$ cat config.mk
export PLATFORM = sky130hd
export DESIGN_NAME = pusch_phase_gen
export DESIGN_NICKNAME = d
export VERILOG_FILES = /design/src/rtl/pusch_pkg.sv /design/src/rtl/pusch_phase_acc.sv /design/src/rtl/pusch_phase_gen.sv
export SDC_FILE = /design/constraint.sdc
export NUM_CORES = 1
export LEC_CHECK = 0
export CAP_MARGIN = 15
export CELL_PAD_IN_SITES_DETAIL_PLACEMENT = 0
export CELL_PAD_IN_SITES_GLOBAL_PLACEMENT = 2
export CORE_ASPECT_RATIO = 0.5
export CORE_MARGIN = 2
export CORE_UTILIZATION = 30
export DETAILED_ROUTE_END_ITERATION = 6
export MAX_ROUTING_LAYER = met4
export PLACE_DENSITY_LB_ADDON = 0.1
export SLEW_MARGIN = 20
export SYNTH_ARGS = -nofsm -noshare
export SYNTH_HDL_FRONTEND = slang
export SYNTH_SLANG_ARGS = --single-unit
$ cat constraint.sdc
create_clock -name CLK -period 3.3 [get_ports CLK]
set_clock_uncertainty 0.2 [all_clocks]
set_input_delay 0.99 -clock CLK [delete_from_list [all_inputs] [get_ports CLK]]
set_output_delay 0.99 -clock CLK [all_outputs]
set_load 0.02 [all_outputs]
$ cat src/rtl/pusch_pkg.sv
// Shared types for the PUSCH phase generator: phase word width, phase type and FSM states.
package pusch_pkg;

  localparam int unsigned PHASE_W = 13;

  typedef logic [PHASE_W-1:0] phase_t;

  typedef enum logic [1:0] {
    StIdle,
    StRun,
    StDone
  } state_e;

endpackage

$ cat src/rtl/pusch_phase_acc.sv
// Registered phase accumulator: load a value, add an increment modulo 2^PHASE_W, or hold.
module pusch_phase_acc
  import pusch_pkg::*;
(
  input  logic   CLK,
  input  logic   RST,
  input  logic   load,
  input  phase_t load_val,
  input  logic   add,
  input  phase_t add_val,
  output phase_t q
);

  phase_t acc_q;

  // Load wins over add; the sum wraps silently at the word width.
  always_ff @(posedge CLK or negedge RST) begin
    if (!RST) begin
      acc_q <= '0;
    end else if (load) begin
      acc_q <= load_val;
    end else if (add) begin
      acc_q <= acc_q + add_val;
    end
  end

  assign q = acc_q;

endmodule

$ cat src/rtl/pusch_phase_gen.sv
// Per-sample NCO phase generator for one slot of SC-FDMA symbols, with valid/ready output
// handshake and per-symbol phase restart.
module pusch_phase_gen
  import pusch_pkg::*;
#(
  parameter int unsigned SAMP_W = 12,
  parameter int unsigned SYM_W  = 4
) (
  input  logic              CLK,
  input  logic              RST,
  input  logic              start,
  input  phase_t            fcw,
  input  phase_t            phase_init,
  input  phase_t            sym_step,
  input  logic [SAMP_W-1:0] n_samples,
  input  logic [SYM_W-1:0]  n_symbols,
  output phase_t            phase_out,
  output logic              phase_valid,
  input  logic              phase_ready,
  output logic [SYM_W-1:0]  sym_idx,
  output logic [SAMP_W-1:0] samp_idx,
  output logic              last_samp,
  output logic              last_sym,
  output logic              busy,
  output logic              done
);

  state_e state_q, state_d;

  phase_t            fcw_q;
  phase_t            sym_step_q;
  logic [SAMP_W-1:0] n_samples_q;
  logic [SYM_W-1:0]  n_symbols_q;
  logic [SAMP_W-1:0] samp_idx_q;
  logic [SYM_W-1:0]  sym_idx_q;
  logic              valid_q;

  logic   accept;
  logic   zero_cfg;
  logic   launch;
  logic   xfer;
  logic   end_sym;
  logic   end_slot;
  logic   next_sym;
  phase_t sym_base;
  phase_t phase_load_val;

  assign accept   = (state_q == StIdle) && start;
  assign zero_cfg = (n_samples == '0) || (n_symbols == '0);
  assign launch   = accept && !zero_cfg;
  assign xfer     = valid_q && phase_ready;

  // Flags are gated by valid so they never assert between slots.
  assign last_samp = valid_q && (samp_idx_q == n_samples_q - SAMP_W'(1));
  assign last_sym  = valid_q && (sym_idx_q == n_symbols_q - SYM_W'(1));
  assign end_sym   = last_samp;
  assign end_slot  = last_samp && last_sym;
  assign next_sym  = xfer && end_sym && !end_slot;

  // FSM state register.
  always_ff @(posedge CLK or negedge RST) begin
    if (!RST) begin
      state_q <= StIdle;
    end else begin
      state_q <= state_d;
    end
  end

  // FSM next state.
  always_comb begin
    state_d = state_q;
    unique case (state_q)
      StIdle: begin
        if (accept) begin
          state_d = zero_cfg ? StDone : StRun;
        end
      end
      StRun: begin
        if (xfer && end_slot) begin
          state_d = StDone;
        end
      end
      StDone:  state_d = StIdle;
      default: state_d = StIdle;
    endcase
  end

  // FSM outputs.
  always_comb begin
    busy = 1'b0;
    done = 1'b0;
    unique case (state_q)
      StRun:   busy = 1'b1;
      StDone:  done = 1'b1;
      default: ;
    endcase
  end

  // Configuration latch, handshake and sample/symbol counters.
  always_ff @(posedge CLK or negedge RST) begin
    if (!RST) begin
      fcw_q       <= '0;
      sym_step_q  <= '0;
      n_samples_q <= '0;
      n_symbols_q <= '0;
      samp_idx_q  <= '0;
      sym_idx_q   <= '0;
      valid_q     <= 1'b0;
    end else if (accept) begin
      fcw_q       <= fcw;
      sym_step_q  <= sym_step;
      n_samples_q <= n_samples;
      n_symbols_q <= n_symbols;
      samp_idx_q  <= '0;
      sym_idx_q   <= '0;
      valid_q     <= launch;
    end else if (xfer) begin
      if (end_slot) begin
        valid_q    <= 1'b0;
        samp_idx_q <= '0;
        sym_idx_q  <= '0;
      end else if (end_sym) begin
        samp_idx_q <= '0;
        sym_idx_q  <= sym_idx_q + SYM_W'(1);
      end else begin
        samp_idx_q <= samp_idx_q + SAMP_W'(1);
      end
    end
  end

  // Start-of-symbol phase: phase_init for symbol 0, advanced by sym_step per symbol.
  pusch_phase_acc u_sym_base (
    .CLK      (CLK),
    .RST      (RST),
    .load     (launch),
    .load_val (phase_init),
    .add      (next_sym),
    .add_val  (sym_step_q),
    .q        (sym_base)
  );

  assign phase_load_val = launch ? phase_init : (sym_base + sym_step_q);

  pusch_phase_acc u_phase (
    .CLK      (CLK),
    .RST      (RST),
    .load     (launch || next_sym),
    .load_val (phase_load_val),
    .add      (xfer && !end_sym),
    .add_val  (fcw_q),
    .q        (phase_out)
  );

  assign phase_valid = valid_q;
  assign sym_idx     = sym_idx_q;
  assign samp_idx    = samp_idx_q;

endmodule

==> run_summary.xml <==
<?xml version="1.0" encoding="UTF-8"?>
<metrics>
  <group name="flow_run">
    <metric name="max_cap_viol_count" unit="">0</metric>
  </group>
  <group name="synth">
    <metric name="yosysSeqAreaShare" unit="%">40.64</metric>
    <metric name="post-synth-top-area-fraction" unit="%">40.64</metric>
    <metric name="post-synth-top-count-cell" unit="">dfrtp_1</metric>
    <metric name="ys_seq_elements" unit="">87</metric>
    <metric name="synth.yosys.warnings" unit="">0</metric>
    <metric name="netlist_top_cells_area" unit="">dfrtp_1 (41%), mux2_2 (7.6%), ha_1 (6.5%), xnor2_1 (4.1%), a21oi_1 (3.7%)</metric>
    <metric name="ys_types" unit="">62</metric>
    <metric name="postSynth.topFlopCell" unit="">dfrtp_1</metric>
    <metric name="ys_async_sr_fraction" unit="%">100.0</metric>
    <metric name="synth_area_leader_cell" unit="">dfrtp_1</metric>
    <metric name="synth-edff-count" unit="">0</metric>
    <metric name="post_synthesis_cells" unit="">548</metric>
    <metric name="synth_nets" unit="">637</metric>
    <metric name="post_synth_instance_area" unit="sq mm">0.005358</metric>
    <metric name="synth.avg_cell_area" unit="sq um">9.777</metric>
    <metric name="synth_top_cells_by_count" unit="">dfrtp_1 (87), nor2_1 (45), nand2_1 (44)</metric>
  </group>
  <group name="worst_setup_path">
    <metric name="worst-r2r-setup-slack" unit="ns">0.05</metric>
    <metric name="worst_path_max_delay_cell" unit="">or4_4</metric>
    <metric name="crit_path_cell_trace" unit="">inv_2, ha_4, or4b_4, or4_4, a21boi_4, o211ai_1, nor3_2, buf_4</metric>
    <metric name="crit_required" unit="ns">2.11</metric>
    <metric name="crit_type" unit="">reg -&gt; out</metric>
    <metric name="reg2reg_to" unit="">u_phase.q[1]$_DFFE_PN0P_</metric>
    <metric name="worst-path-max-fanout" unit="">2</metric>
    <metric name="worstReg2RegStart" unit="">n_samples_q[1]$_DFFE_PN0P_</metric>
    <metric name="critical_path_buf_inv_count" unit="">2</metric>
    <metric name="setup.worst_path.start" unit="">n_samples_q[1]$_DFFE_PN0P_</metric>
    <metric name="timing.critical_path.max_delay_family" unit="">simple AND/OR/NAND/NOR gates</metric>
    <metric name="critical-path-max-stage-delay" unit="ns">0.54</metric>
    <metric name="critical_path_startpoint_category" unit="">flip-flop</metric>
    <metric name="critPathCapture" unit="">last_samp</metric>
    <metric name="end_kind" unit="">primary output</metric>
    <metric name="path_depth" unit="">8</metric>
    <metric name="worst-endpoint-arrival" unit="ns">2.53</metric>
    <metric name="ff2ff_path_depth" unit="">13</metric>
  </group>
  <group name="sta">
    <metric name="finalMaxSlewViolations" unit="">0</metric>
    <metric name="report.final.hold_viol_count" unit="">0</metric>
    <metric name="max_clock_freq" unit="MHz">269.1</metric>
    <metric name="timing.setup.tns" unit="ns">-0.4168</metric>
    <metric name="period_share" unit="%">112.6</metric>
    <metric name="timing.max_slew.rel_slack" unit="%">61.34</metric>
    <metric name="grt_setup_unrepaired" unit="">yes</metric>
    <metric name="finalSetupViolations" unit="">1</metric>
    <metric name="period_needed" unit="ns">3.717</metric>
    <metric name="worst-slew-pin-transition" unit="ns">0.5799</metric>
    <metric name="worst_slack" unit="ns">-0.4168</metric>
  </group>
  <group name="grt">
    <metric name="grt_util_all_layers" unit="%">17.96</metric>
    <metric name="grt_first_pass_wirelength" unit="um">25670</metric>
    <metric name="grt_max_degree" unit="">42</metric>
    <metric name="overflow" unit="">0</metric>
    <metric name="antenna_found_initial" unit="">0</metric>
    <metric name="number_of_global_route_vias_before_repair" unit="">4757</metric>
  </group>
  <group name="route">
    <metric name="firstDrtPassIters" unit="">4</metric>
    <metric name="drt-initial-drc-count" unit="">264</metric>
    <metric name="route.antenna.remaining_nets" unit="">0</metric>
    <metric name="routed_via_density" unit="">4.863</metric>
    <metric name="postRouteWirelength" unit="um">15840</metric>
    <metric name="vias" unit="">4703</metric>
    <metric name="drt_drc_violations_left" unit="">0</metric>
    <metric name="route.detailed.wl_per_inst" unit="um">16.38</metric>
  </group>
  <group name="floorplanning">
    <metric name="die_h" unit="um">98.50</metric>
    <metric name="ios" unit="">93</metric>
    <metric name="initial_utilization" unit="%">30.72</metric>
    <metric name="die_area" unit="sq mm">0.01901</metric>
    <metric name="floorplan.core_area" unit="sq mm">0.01744</metric>
    <metric name="floorplan.die.width" unit="um">193.0</metric>
    <metric name="fp-row-count" unit="">34</metric>
  </group>
  <group name="place">
    <metric name="finalWeightedCongestion" unit="">0.8577</metric>
    <metric name="port-buffer-count" unit="">92</metric>
    <metric name="final_hpwl_dp" unit="um">12260</metric>
    <metric name="postPlaceCellArea" unit="sq mm">0.007162</metric>
  </group>
  <group name="layout">
    <metric name="layout.cell_area.non_filler" unit="sq mm">0.007727</metric>
    <metric name="utilization" unit="%">44.30</metric>
    <metric name="antennaDiodeCount" unit="">0</metric>
    <metric name="area_delta_synth_final" unit="%">44.23</metric>
    <metric name="nets" unit="">818</metric>
    <metric name="layout-drive-gt1-share" unit="%">25.38</metric>
  </group>
  <group name="cts">
    <metric name="cts_num_sinks" unit="">87</metric>
    <metric name="htreeDepth" unit="">3</metric>
    <metric name="postCtsHoldBufs" unit="">0</metric>
    <metric name="number_of_buffers_added_by_the_clock_tree_synthesis_step" unit="">9</metric>
    <metric name="clock_path_buffers" unit="">2</metric>
    <metric name="clk_slew_on_worst_s_h_paths" unit="ns">0.06</metric>
    <metric name="insertion_delay_of_the_later_clocked_pin_in_the_worst_skew_pair" unit="ns">0.34</metric>
    <metric name="tritoncts" unit="">done</metric>
    <metric name="clockRootBuffer" unit="">clkbuf_16</metric>
  </group>
  <group name="run_status">
    <metric name="status" unit="">finished, violations left</metric>
    <metric name="violations" unit="">negative setup slack</metric>
  </group>
  <group name="min_path">
    <metric name="worst_hold_startpoint" unit="">u_sym_base.q[11]$_DFFE_PN0P_</metric>
    <metric name="hold_path.class" unit="">reg -&gt; reg</metric>
  </group>
  <group name="pwr">
    <metric name="ir_worst_vdd" unit="uV">307.3</metric>
    <metric name="power.static_leakage" unit="nW">3.334</metric>
    <metric name="power.density_cell_area" unit="mW/mm^2">987.8</metric>
  </group>
</metrics>
[how the worst min path moves through the flow]
stage	end	slack (ns)	cells after the start
floorplan	u_sym_base.q[11]$_DFFE_PN0P_	0.25	2
global placement	u_sym_base.q[11]$_DFFE_PN0P_	0.29	2
detailed placement	u_sym_base.q[2]$_DFFE_PN0P_	0.30	2
CTS	u_sym_base.q[2]$_DFFE_PN0P_	0.32	2
global route	fcw_q[6]$_DFFE_PN0P_	0.33	1
finish	u_sym_base.q[11]$_DFFE_PN0P_	0.30	2
[layout make-up]
cell class	instances	area, sq um
sequential	87	2177
tap	234	292.8
clock inverter	5	82.58
multi-input combinational	425	3123
fill	1717	9714
clock buffer	10	239.0
inverter	16	60.06
timing repair buffer	190	1753
[worst register-to-register path, stage by stage (launching register included)]
cell       delay, ns
dfrtp_1         0.40
inv_2           0.08
ha_4            0.13
or4b_4          0.46
or4_4           0.54
a21boi_4        0.16
buf_4           0.13
buf_6           0.11
o2111ai_4       0.17
nor2_4          0.27
buf_12          0.14
mux2i_1         0.16
nand2_1         0.07
a31oi_1         0.15
[metal layers]
metal | share of wire (%) | wire length [um] | GRT usage, %
met1 | 51 | 8099 | 25.07
met2 | 46 | 7264 | 27.68
met3 | 2.6 | 409 | 3.170
met4 | 0.45 | 71 | 3.147
met5 | 0 | 0 | -
[placed cells by master, fill, tap and decap left out, types with 5 or more instances in the layout]
cell type,count
a21o_1,9
a21oi_1,38
a31oi_1,8
and3_1,9
buf_12,5
buf_4,88
buf_6,5
clkbuf_16,10
clkdlybuf4s50_1,89
dfrtp_1,87
ha_1,27
inv_1,14
mux2_2,36
nand2_1,44
nand2b_1,5
nand3_1,9
nor2_1,44
nor2b_1,7
nor3_1,14
nor4_1,8
o211ai_1,5
o21a_1,5
o21ai_0,24
o22ai_1,9
xnor2_1,25
xor2_1,15
[power breakdown]
group	leakage [nW]	internal [mW]	switching, mW
Sequential	1.05	1.53	0.371
Clock	0.159	0.682	0.437
Combinational	2.12	2.28	2.33
[registers in the layout, summed over array words and instances (netlist names)]
signal and flops:
n_samples_q 12, samp_idx 12, sym_idx 4, fcw_q 13, u_sym_base.q 13, phase_valid 1
sym_step_q 13, n_symbols_q 4, state_q 2, u_phase.q 13
[stage by stage]
stage                     setup slack (ns)  hold WS, ns  std cells  total power [mW]
after CTS                          -0.4369       0.3168        955             7.561
after floorplan                    -0.1698       0.2506        548             4.886
after global routing               -0.5906       0.3336        967             8.326
after global placement             -0.5074       0.2949        937             6.304
after detailed placement           -0.5747       0.2990        937             6.331
final                              -0.4168       0.3024        967             7.633
[cells by family after synthesis]
| logic type | count (synthesis) | synth area share [%] |
|---|---|---|
| simple gates | 174 | 16.67 |
| compound gates | 143 | 17.63 |
| flops | 87 | 40.64 |
| xor+xnor | 40 | 6.539 |
| mux | 38 | 7.940 |
| buf+inv | 36 | 3.293 |
| fa+ha+maj | 30 | 7.286 |
[what timing repair did]
action | CTS | global route
setup endpoints to repair | 10 | 24
gates cloned | 0 | 1
resized for setup | 14 | 24
pin swaps | 6 | 13
setup buffers | 3 | 11
Note: power is estimated with default switching activity, not from simulation.
